[config.mk]
export PLATFORM = sky130hd
export DESIGN_NAME = bcd_convert_sequencer
export DESIGN_NICKNAME = d
export VERILOG_FILES = /design/src/rtl/bcd_convert_sequencer.sv
export SDC_FILE = /design/constraint.sdc
export NUM_CORES = 1
export LEC_CHECK = 0
export ABC_AREA = 1
export CAP_MARGIN = 20
export CORE_MARGIN = 2
export CORE_UTILIZATION = 45
export CTS_CLUSTER_DIAMETER = 30
export DETAILED_ROUTE_END_ITERATION = 7
export GPL_ROUTABILITY_DRIVEN = 0
export PLACE_DENSITY = 0.71
export SLEW_MARGIN = 20
export SYNTH_ARGS = -nofsm -noshare
export SYNTH_HDL_FRONTEND = slang
export SYNTH_SLANG_ARGS = --single-unit
export TNS_END_PERCENT = 5
[constraint.sdc]
create_clock -name clk -period 1.9 [get_ports clk]
set_input_delay 0.38 -clock clk [delete_from_list [all_inputs] [get_ports clk]]
set_output_delay 0.38 -clock clk [all_outputs]
set_load 0.005 [all_outputs]
[src/rtl/bcd_convert_sequencer.sv]
// Handshaked binary-to-BCD converter, one double-dabble step per clock.
// Latency: out_valid rises WIDTH cycles after the accepting edge; one result per WIDTH+2 cycles.
// Backpressure: result and overflow held in DONE until out_ready; in_ready is a pure state decode.
module bcd_convert_sequencer #(
   parameter int WIDTH  = 20,
   parameter int DIGITS = 6
) (
   input  logic                clk,
   input  logic                reset_n,
   input  logic                in_valid,
   output logic                in_ready,
   input  logic [WIDTH-1:0]    bin_in,
   input  logic                sign_in,
   output logic                out_valid,
   input  logic                out_ready,
   output logic [4*DIGITS:0]   bcd_out,
   output logic                overflow
);

   localparam int              DW     = 4 * DIGITS;
   localparam int              CW     = (WIDTH > 1) ? $clog2(WIDTH) : 1;
   localparam logic [63:0]     MAXVAL = 64'(10 ** DIGITS) - 64'd1;
   localparam logic [DW-1:0]   SAT    = {DIGITS{4'h9}};

   typedef enum logic [1:0] {
      IDLE  = 2'd0,
      SHIFT = 2'd1,
      DONE  = 2'd2
   } state_t;

   state_t            state, state_nxt;
   logic [WIDTH-1:0]  shreg;
   logic [DW-1:0]     digits;
   logic [DW-1:0]     digit_adj;
   logic [DW-1:0]     digit_shf;
   logic [CW-1:0]     cnt;
   logic              sign_r;

   // State register; an illegal encoding is steered back to IDLE by the decode below.
   always_ff @(posedge clk or negedge reset_n) begin
      if (!reset_n) state <= IDLE;
      else          state <= state_nxt;
   end

   // Next-state and handshake decode; handshake outputs depend only on state.
   always_comb begin
      state_nxt = state;
      in_ready  = 1'b0;
      out_valid = 1'b0;
      case (state)
         IDLE: begin
            in_ready = 1'b1;
            if (in_valid) state_nxt = SHIFT;
         end
         SHIFT: begin
            if (cnt == '0) state_nxt = DONE;
         end
         DONE: begin
            out_valid = 1'b1;
            if (out_ready) state_nxt = IDLE;
         end
         default: state_nxt = IDLE;
      endcase
   end

   // One double-dabble step: add 3 to each digit >= 5 (mod 16, no inter-digit carry), then shift in the next bit.
   always_comb begin
      digit_adj = digits;
      for (int i = 0; i < DIGITS; i++) begin
         if (digits[4*i +: 4] >= 4'd5) digit_adj[4*i +: 4] = digits[4*i +: 4] + 4'd3;
      end
      digit_shf = {digit_adj[DW-2:0], shreg[WIDTH-1]};
   end

   // Datapath: latch on accept, step during SHIFT, capture the (possibly saturated) result on the last step.
   always_ff @(posedge clk or negedge reset_n) begin
      if (!reset_n) begin
         shreg    <= '0;
         digits   <= '0;
         cnt      <= '0;
         sign_r   <= 1'b0;
         overflow <= 1'b0;
         bcd_out  <= '0;
      end else begin
         case (state)
            IDLE: begin
               if (in_valid) begin
                  shreg    <= bin_in;
                  digits   <= '0;
                  sign_r   <= sign_in;
                  overflow <= (64'(bin_in) > MAXVAL);
                  cnt      <= CW'(WIDTH - 1);
               end
            end
            SHIFT: begin
               shreg  <= shreg << 1;
               digits <= digit_shf;
               cnt    <= cnt - CW'(1);
               if (cnt == '0) bcd_out <= {sign_r, (overflow ? SAT : digit_shf)};
            end
            default: ;
         endcase
      end
   end

endmodule

==> results of run 1 <==
## metrics by stage
| stage | instance area [um2] | cells | utilization (%) | hold WS (ns) |
|---|---|---|---|---|
| after floorplan | 3870 | 496 | - | 0.0844 |
| after global placement | 4510 | 649 | 54.6 | 0.389 |
| after detailed placement | 4510 | 649 | 54.6 | 0.391 |
| after CTS | 4760 | 665 | 57.6 | 0.0149 |
| after global routing | 4780 | 666 | 57.8 | 0.0430 |
| final | 4780 | 666 | 57.8 | -0.000890 |
## critical path: cells and delay by family (launching register included)
family,cells,cell delay (ns)
DFF,1,0.45
buffers and inverters,1,0.52
and+or+nand+nor,1,0.16
## cell usage after synthesis (3+ instances only)
master,number,area share (%)
dfrtp_1,78,50
nand2_1,209,20
nor2_1,50,4.8
inv_1,43,4.2
buf_2,10,1.3
buf_4,3,0.58
ha_1,13,4.2
a21boi_0,5,0.97
inv_2,4,0.39
nand4_1,6,0.97
nand3_1,31,4.0
o21ai_0,26,3.4
## worst max-delay path by stage
stage	start	end	slack, ns	cells past startpoint
after floorplan	cnt[0]	bcd_out[11]	0.53	9
after CTS	state[1]	out_valid	0.006	3
final	state[0]	in_ready	0.06	2
after global routing	state[0]	in_ready	0.003	2
after detailed placement	in_valid	shreg[6]	0.15	6
after global placement	in_valid	shreg[6]	0.20	6
## repair_timing
| item | CTS | global route |
|---|---|---|
| setup endpoints to repair | 2 | 2 |
| resized for setup | 2 | 3 |
| buffers inserted | 0 | 1 |
| cloned | 0 | 0 |
## sequential cells by signal, indices dropped and copies added, names as in the netlist
name	count
state	2
shreg	20
cnt	5
overflow	1
bcd_out	25
digits	24
sign_r	1
## layout make-up
type	count	share of cell area, %
tap	105	2.75
multi-input combinational	356	34.7
timing repair buffer	64	12.7
sequential	78	40.9
clock buffer	13	3.33
clock inverter	3	1.89
inverter	47	3.69
## power by group
group,switching [uW],internal [uW]
Sequential,502,2440
Clock,585,947
Combinational,2170,1540
## routing by layer
layer	track usage [%]	part of all wire [%]	vias up
met5	0	0	-
met4	8.88	2.2	0
met3	2.96	4.2	14
met2	29.4	46	80
met1	25.8	48	1513
li1	-	-	1661
## cells by family after synthesis
family	Yosys count	share of synthesized area (%)
AOI/OAI and AO/OA	37	5.43
and+or+nand+nor	304	32.5
buffers and inverters	62	7.02
xor gates and xnor gates	2	0.453
DFF	78	50.4
adders and majority gates	13	4.20
==> metrics.txt, run 1 <==
Hold WS=-0.000890 ns; fillers=737; drt via density=4.91; Cell Area, Synth=3870 um2; vias in the first global route=roughly 3200; commonest non-fill, non-tap cells in the layout=nand2_1, dfrtp_1, clkdlybuf4s50_1; min cycle time layout=about 1.8 ns; Setup crit start kind=flip-flop; Max Buffers Root-to-Sink=2; TritonRoute pass-1 iters=4; syn_nets=534; syn avg cell area=7.80 um2; worst hold path type=input pin to async pin; Routed WL per cell=about 12 um; Max FO, Critical Path=5; synthesis-to-finish area growth=23.4%; Least-Margin Pin Slew=0.541 ns; VDD IR-drop max=782 uV; leakage=between 0.002 and 0.0025 uW; CTS Buf Count=9; Fin Clk Skew=0.00898 ns; maxcap violations=0; Reg clk slew, reported paths=about 0.080 ns; dpl hpwl=between 5 and 6 mm; final worst-path cycle share=between 90% and 100%; worst setup path class=flip-flop to output pin; Initial Util=about 47%; critical path's slowest cell=clkdlybuf4s50_1; CTS tree=built; H-tree levels=3; first-pass GRT wire length=14.6 mm; Pwr Density=1710 nW/um2; fin nets=594; Core Area=8260 um2; Final Hold Fails=1; total power=roughly 8200 uW; # DRC=0; hold buffer count at cts=0; Worst slew margin=between 60% and 70%; Clk Tree Root Cell=clkbuf_8; achievable clock frequency=543 MHz; synth unique cells=26; setup TNS=0 ns; Die Area=9360 um2; n_diodes=0; IO buf count=52; endpoint class of the critical path=output pin; largest net degree at the start of global routing=40; clk sink count=78; Final setup viols=0; final worst setup slack=0.0576 ns; failing checks=hold timing; RSZ-0062 raised after global routing=no; initial antenna violation count=0; fin. max-slew vios=0; global-route usage over all layers=18.8%; warnings from Yosys=0; pre-CTS setup slack=0.152 ns; FFs w/ async S/R, synth=100%; FF-to-FF path depth=8; max incr delay on CP=0.52 ns; flops & latches, synth=78; total congestion overflow=0; Reg-to-Reg End=bcd_out[6]; status=finished with violations; Storage cell area=1950 um2; register area share after synthesis=about 50%; commonest non-fill, non-tap cell in the layout=nand2_1; Post-Route WL=8.27 mm; Die H=96.7 um; crit-path cells=nor2_4 -> clkdlybuf4s50_1; DRT antenna net count=0; WP data required=1.52 ns; FF-to-FF Start=cnt[0]; area occupied by multi-input gates=1660 um2; via count=3268; R2R Setup Slk=0.30 ns; drt initial violations=142; row cnt=33; num ports=53; ys flop type=dfrtp_1; Post-synth EDFFs=0; layout cells sized above 1=7.31%; Worst Path Arrival=1.46 ns; Worst-Skew Late Latency=0.34 ns; post-synthesis instance total=496; Die Span X=96.7 um
Power figures use the tool's default switching activity.
==> run 2: changes to the inputs <==
CTS_CLUSTER_DIAMETER = 80   (was 30)
PLACE_DENSITY = 0.68   (was 0.71)
==> run 2 against run 1 <==
Against the previous run: the run now ends clean; largest cell class unchanged; wire length increased by 1.9%; core utilization decreased by 0.20 points; die area unchanged; hold slack improved by 0.48 ns.
==> metrics.txt, run 2 (same netlist as run 1, synthesis figures left out) <==
TritonRoute pass-1 iters=4 (unchanged); initial antenna violation count=0 (unchanged); Biggest register=bcd_out; Die Area=9360 um2 (unchanged); WP buf/inv=1 (unchanged); fin. max-slew vios=0 (unchanged); min cycle time layout=1.86 ns (+0.0211 ns); num ports=53 (unchanged); placed insts=644 (-0.77%); row cnt=33 (unchanged); Least-Margin Pin Slew=0.555 ns (+0.0137 ns); Core Area=8260 um2 (unchanged); cell area after layout=4760 um2 (-0.34%); synthesis-to-finish area growth=23.0%; Hold Path Sink=shreg[0]; final worst setup slack=0.0365 ns (-0.0211 ns); final core occ=57.6% (-0.20 points); vias in the first global route=3241 (+1.8%); Post-Route WL=8.42 mm (+1.9%); Area after DPL=4490 um2 (-0.28%); global-route usage over all layers=18.9% (+0.10 points); leakage=0.00247 uW (+0.30%); CTS Buf Count=9 (unchanged); Hold Path Depth=2; achievable clock frequency=537 MHz (-1.1%); Die Span X=96.7 um (unchanged); Worst Path Arrival=1.48 ns (+0.02 ns); Reg clk slew, reported paths=0.08 ns (about the same); Reg-to-Reg End=bcd_out[14]; FF-to-FF Start=state[1]; max incr delay on CP=0.52 ns (about the same); VDD IR-drop max=693 uV (-11%); Initial Util=46.9% (unchanged); Max Buffers Root-to-Sink=2 (unchanged); Routed WL per cell=12.7 um (+2.5%); # DRC=0 (unchanged); critical path's slowest cell=clkdlybuf4s50_1; max reg flops=25 (unchanged); largest registers=bcd_out: 25 flops, digits: 24 flops, shreg: 20 flops; maxcap violations=0 (unchanged); Die H=96.7 um (unchanged); via count=3229 (-1.2%); worst hold path type=flip-flop to flip-flop; layout cells sized above 1=6.64% (-0.67 points); drt via density=4.88 (-0.60%); endpoint class of the critical path=output pin; status=completed; first-pass GRT wire length=14.5 mm (-0.33%); Final setup viols=0 (unchanged); Crit path max-delay family=buffers and inverters; fin nets=590 (-0.67%); Worst slew margin=63.0% (-0.91 points); dpl hpwl=5.79 mm (-2.6%); largest net degree at the start of global routing=46 (+15%); pre-CTS setup slack=0.141 ns (-0.0107 ns); drt initial violations=167 (+18%); Fin Clk Skew=0.00684 ns (-0.00215 ns); Worst-Skew Late Latency=0.35 ns (about the same); crit-path cells=nor2_4 -> clkdlybuf4s50_1; CTS tree=built; H-tree levels=3 (unchanged); IO buf count=52 (unchanged); Pwr Density=1700 nW/um2 (-0.51%); commonest non-fill, non-tap cells in the layout=nand2_1, dfrtp_1, clkdlybuf4s50_1; Clk Tree Root Cell=clkbuf_8; DRT antenna net count=0 (unchanged); hold path start=shreg[0]; total congestion overflow=0 (unchanged); R2R Setup Slk=0.24 ns (-0.06 ns); clk sink count=78 (unchanged); FF-to-FF path depth=6 (-2); Final Hold Fails=0 (-1); n_diodes=0 (unchanged); non-filler cells, final=662 (-0.60%); commonest non-fill, non-tap cell in the layout=nand2_1; Max FO, Critical Path=5 (unchanged); Setup crit start kind=flip-flop; worst setup path class=flip-flop to output pin; setup TNS=0 ns (unchanged); WP depth=2 (unchanged); WP data required=1.52 ns (about the same); final worst-path cycle share=98.1% (+1.1 points)
## run 2: cell types whose count changed in the layout (fill, tap and decap cells not counted), sizes merged
cell,before,now
dlymetal6s2s,0,1
buf,13,8
dlygate4sd3,0,1
bufinv,3,2
clkinv,0,1
clkdlybuf4s50,51,50
## run 2: how the worst max path moves through the flow
stage,start,end,slack (ns)
after floorplan,cnt[0],bcd_out[11],0.53
after global placement,in_valid,cnt[1],0.20
after detailed placement,in_valid,shreg[6],0.14
after CTS,state[0],in_ready,-0.006
after global routing,state[0],in_ready,-0.02
final,state[0],in_ready,0.04
## run 2: area by class of cell
class	instances	area, um2
clock inverters	3	65.1
flip-flops and latches	78	1950
multi-input cells	356	1660
well taps	105	131
fillers	767	3500
inverters	47	176
clock buffers	13	169
repair buffers	60	608
## run 2: what timing repair did
action	in CTS	in global routing
pin swaps	0	0
hold buffers	1	0
gates resized for setup	1	5
endpoints found under the hold margin	33	0
endpoints found under the setup margin	2	2
setup buffers	1	0
## run 2: where the power goes
part / switching, uW / internal [uW]
Clock: 593 / 846
Sequential: 495 / 2440
Combinational: 2200 / 1540
Total: 3280 / 4820
## run 2: stage by stage
step,hold WS (ns),total power (uW)
2_1_floorplan,0.0844,5420
3_5_place_dp,0.360,6680
4_1_cts,0.487,8170
5_1_grt,0.507,8930
6_report,0.481,8110
3_3_place_gp,0.360,6510
## run 2: routing by layer
metal | share of wire (%) | vias to the layer above | GRT usage, %
met2 | 47 | 69 | 30.9
met3 | 4.3 | 13 | 4.05
met1 | 47 | 1489 | 24.6
met4 | 1.8 | 0 | 7.80
met5 | 0 | - | 0
li1 | - | 1658 | -
## run 2: tightest hold or removal path, delay by kind of cell, from the launching register on
kind,cells,cell delay [ns]
and+or+nand+nor,2,0.10
DFF,1,0.35
==> run 3: changes to the inputs <==
ABC_AREA = 0   (was 1)
CTS_BUF_LIST = sky130_fd_sc_hd__clkbuf_16   (was not set)
CTS_CLUSTER_SIZE = 20   (was not set)
==> run 3 against run 2 <==
Against the previous run: count of clock-buffer cells in the layout decreased by 4; clock power rose by 17%; non-clock buffer count grew 9; first-iteration DRC count fell by 35%; area after synthesis is 2.2% lower; cell area up 0.45%; sequential share of layout area down 0.21 points; wire length rose by 1.3%; fmax rose by 3.2%; synthesized cell count down 21%; core utilization grew 0.84 points; sequential power is essentially flat.
==> metrics.txt, run 3 <==
clk sink count=78 (unchanged); Post-Route WL=8.53 mm (+1.3%); VDD IR-drop max=883 uV (+27%); dpl hpwl=5.87 mm (+1.4%); Hold WS=0.0598 ns (-0.422 ns); RSZ-0062 raised after global routing=no; Sw Share=36.0% (-4.5 points); Routed WL per cell=15.3 um (+20%); warnings from Yosys=0 (unchanged); non-filler cells, final=558 (-16%); Pwr Density=1670 nW/um2 (-2.2%); Area contributors post-synth=dfrtp_1, o21ai_0, nand2_1, ha_1, a22o_1; achievable clock frequency=554 MHz (+3.2%); syn_nets=428 (-20%); Least-Margin Pin Slew=0.411 ns (-0.144 ns); # DRC=0 (unchanged); Post-synth EDFFs=0 (unchanged); TritonRoute pass-1 iters=4 (unchanged); syn avg cell area=9.70 um2 (+24%); flops & latches, synth=78 (unchanged); commonest cells in the netlist=dfrtp_1, o21ai_0, nand2_1; Worst-Skew Late Latency=0.33 ns (-0.02 ns); synthesis-to-finish area growth=26.4%; Reg clk slew, reported paths=0.06 ns (-0.02 ns); worst hold path type=input pin to async pin; n_diodes=0 (unchanged); WP data required=1.52 ns (about the same); most common cell in the netlist=dfrtp_1; min cycle time layout=1.81 ns (-0.0583 ns); Cell Area, Synth=3780 um2 (-2.2%); maxcap violations=0 (unchanged); Clk Tree Root Cell=clkbuf_16; commonest non-fill, non-tap cells in the layout=dfrtp_1, o21ai_0, clkdlybuf4s50_1; Yosys top cell by area=dfrtp_1; max incr delay on CP=0.52 ns (about the same); synth unique cells=35 (+35%); Final setup viols=0 (unchanged); fin nets=486 (-18%); Core Area=8180 um2 (-1.0%); final worst-path cycle share=95.0% (-3.1 points); num ports=53 (unchanged); endpoint class of the critical path=output pin; pre-CTS setup slack=0.163 ns (+0.0219 ns); crit-path cells=nor2_1 -> clkdlybuf4s50_1; internal power=5100 uW (+5.6%); Area after DPL=4490 um2 (-0.17%); drt via density=5.42 (+11%); register area share after synthesis=51.6% (+1.2 points); Final Hold Fails=0 (unchanged); vias in the first global route=3022 (-6.8%); Clk pwr share=21.1% (+3.3 points); Biggest register=bcd_out; drt initial violations=109 (-35%); largest net degree at the start of global routing=79 (+72%); Setup crit start kind=flip-flop; Switch Pwr=2870 uW (-13%); Die Span X=95.7 um (-1.1%); post-synthesis instance total=390 (-21%); Initial Util=46.3% (-0.58 points); max reg flops=25 (unchanged); Seq pwr share=37.2% (+1.0 points); row cnt=33 (unchanged); initial antenna violation count=0 (unchanged); DRT antenna net count=0 (unchanged); fillers=737 (-3.9%); Die Area=9160 um2 (-2.1%); commonest non-fill, non-tap cell in the layout=dfrtp_1; via count=3022 (-6.4%); status=completed; leakage=0.00208 uW (-16%); Worst Path Arrival=1.43 ns (-0.05 ns); final worst setup slack=0.0948 ns (+0.0583 ns); setup bufs post-CTS=0 (-1); Fin Clk Skew=0.00587 ns (-0.000967 ns); Die H=95.7 um (-1.1%); fin. max-slew vios=0 (unchanged); IO buf count=52 (unchanged); CTS tree=built; cell area after layout=4780 um2 (+0.45%); H-tree levels=3 (unchanged); critical path's slowest cell=clkdlybuf4s50_1; CTS Buf Count=9 (unchanged); total congestion overflow=0 (unchanged); hold buffer count at cts=0 (-1); Max FO, Critical Path=5 (unchanged); share of the synthesized area in the top cell type=51.6% (+1.2 points); placed insts=542 (-16%); first-pass GRT wire length=14.3 mm (-1.5%); FFs w/ async S/R, synth=100% (unchanged); combinational share of power=41.7% (-4.3 points); layout cells sized above 1=9.27% (+2.6 points); setup TNS=0 ns (unchanged); ys flop type=dfrtp_1; worst setup path class=flip-flop to output pin; Worst slew margin=72.6% (+9.6 points); global-route usage over all layers=20.5% (+1.5 points); Max Buffers Root-to-Sink=2 (unchanged); largest registers=bcd_out: 25 flops, digits: 24 flops, shreg: 20 flops
-- run 3: final timing paths --
check / slack [ns] / endpoint / cells past startpoint / start
setup reg to reg: 0.17 / digits[2] / 6 / digits[0]
min in group clk: 0.49 / shreg[6] / 2 / shreg[6]
setup / recovery: 0.09 / in_ready / 2 / state[0]
max in group asynchronous: 1.52 / bcd_out[0] / 2 / reset_n
hold reg to reg: 0.49 / shreg[6] / 2 / shreg[6]
hold / removal: 0.06 / bcd_out[19] / 2 / reset_n
-- run 3: worst max-delay path, delay by kind of cell, from the launching register on --
kind                   cells  cell delay [ns]
DFF                        1             0.41
buffers and inverters      1             0.52
and+or+nand+nor            1             0.16
-- run 3: power groups by stage --
stage	sequential, uW	clock [uW]	combinational [uW]
after global placement	2950	0	3210
final	2960	1680	3320
after global routing	3050	1800	3760
after detailed placement	2980	0	3340
after floorplan	2860	0	2120
after CTS	2960	1710	3350
-- run 3: cell type report --
| cell class | instances | area (um2) | area share, % |
|---|---|---|---|
| inverter | 16 | 60.1 | 1.26 |
| clock buffer | 9 | 225 | 4.71 |
| timing repair buffer | 69 | 698 | 14.6 |
| multi-input combinational | 274 | 1650 | 34.5 |
| sequential | 78 | 1950 | 40.8 |
| clock inverter | 7 | 66.3 | 1.39 |
| tap | 105 | 131 | 2.75 |
-- run 3: metrics by stage --
stage	util, %	power [uW]
after CTS	58.4	8030
final	58.5	7960
after global routing	58.5	8610
after global placement	54.9	6160
after floorplan	-	4980
after detailed placement	54.9	6320
-- run 3: per-layer routing --
metal,GRT usage [%],share of wire [%]
met1,26.2,45
met2,34.1,49
met3,5.25,5.7
met4,6.43,0.56
met5,0,0
-- run 3: logic make-up (layout without fill, tap and decap cells) --
| kind of cell | count (synthesis) | after routing | synth area share (%) |
|---|---|---|---|
| compound gates | 127 | 127 | 19.7 |
| simple gates | 122 | 122 | 16.3 |
| flops | 78 | 78 | 51.6 |
| buf+inv | 38 | 101 | 4.96 |
| fa+ha+maj | 13 | 13 | 4.30 |
| xor+xnor | 6 | 6 | 1.39 |
| mux | 6 | 6 | 1.75 |
-- run 3: timing repair --
action                                 in CTS  in global routing
setup endpoints to repair                   0                  1
endpoints found under the hold margin       0                  0
resized for setup                           0                  1
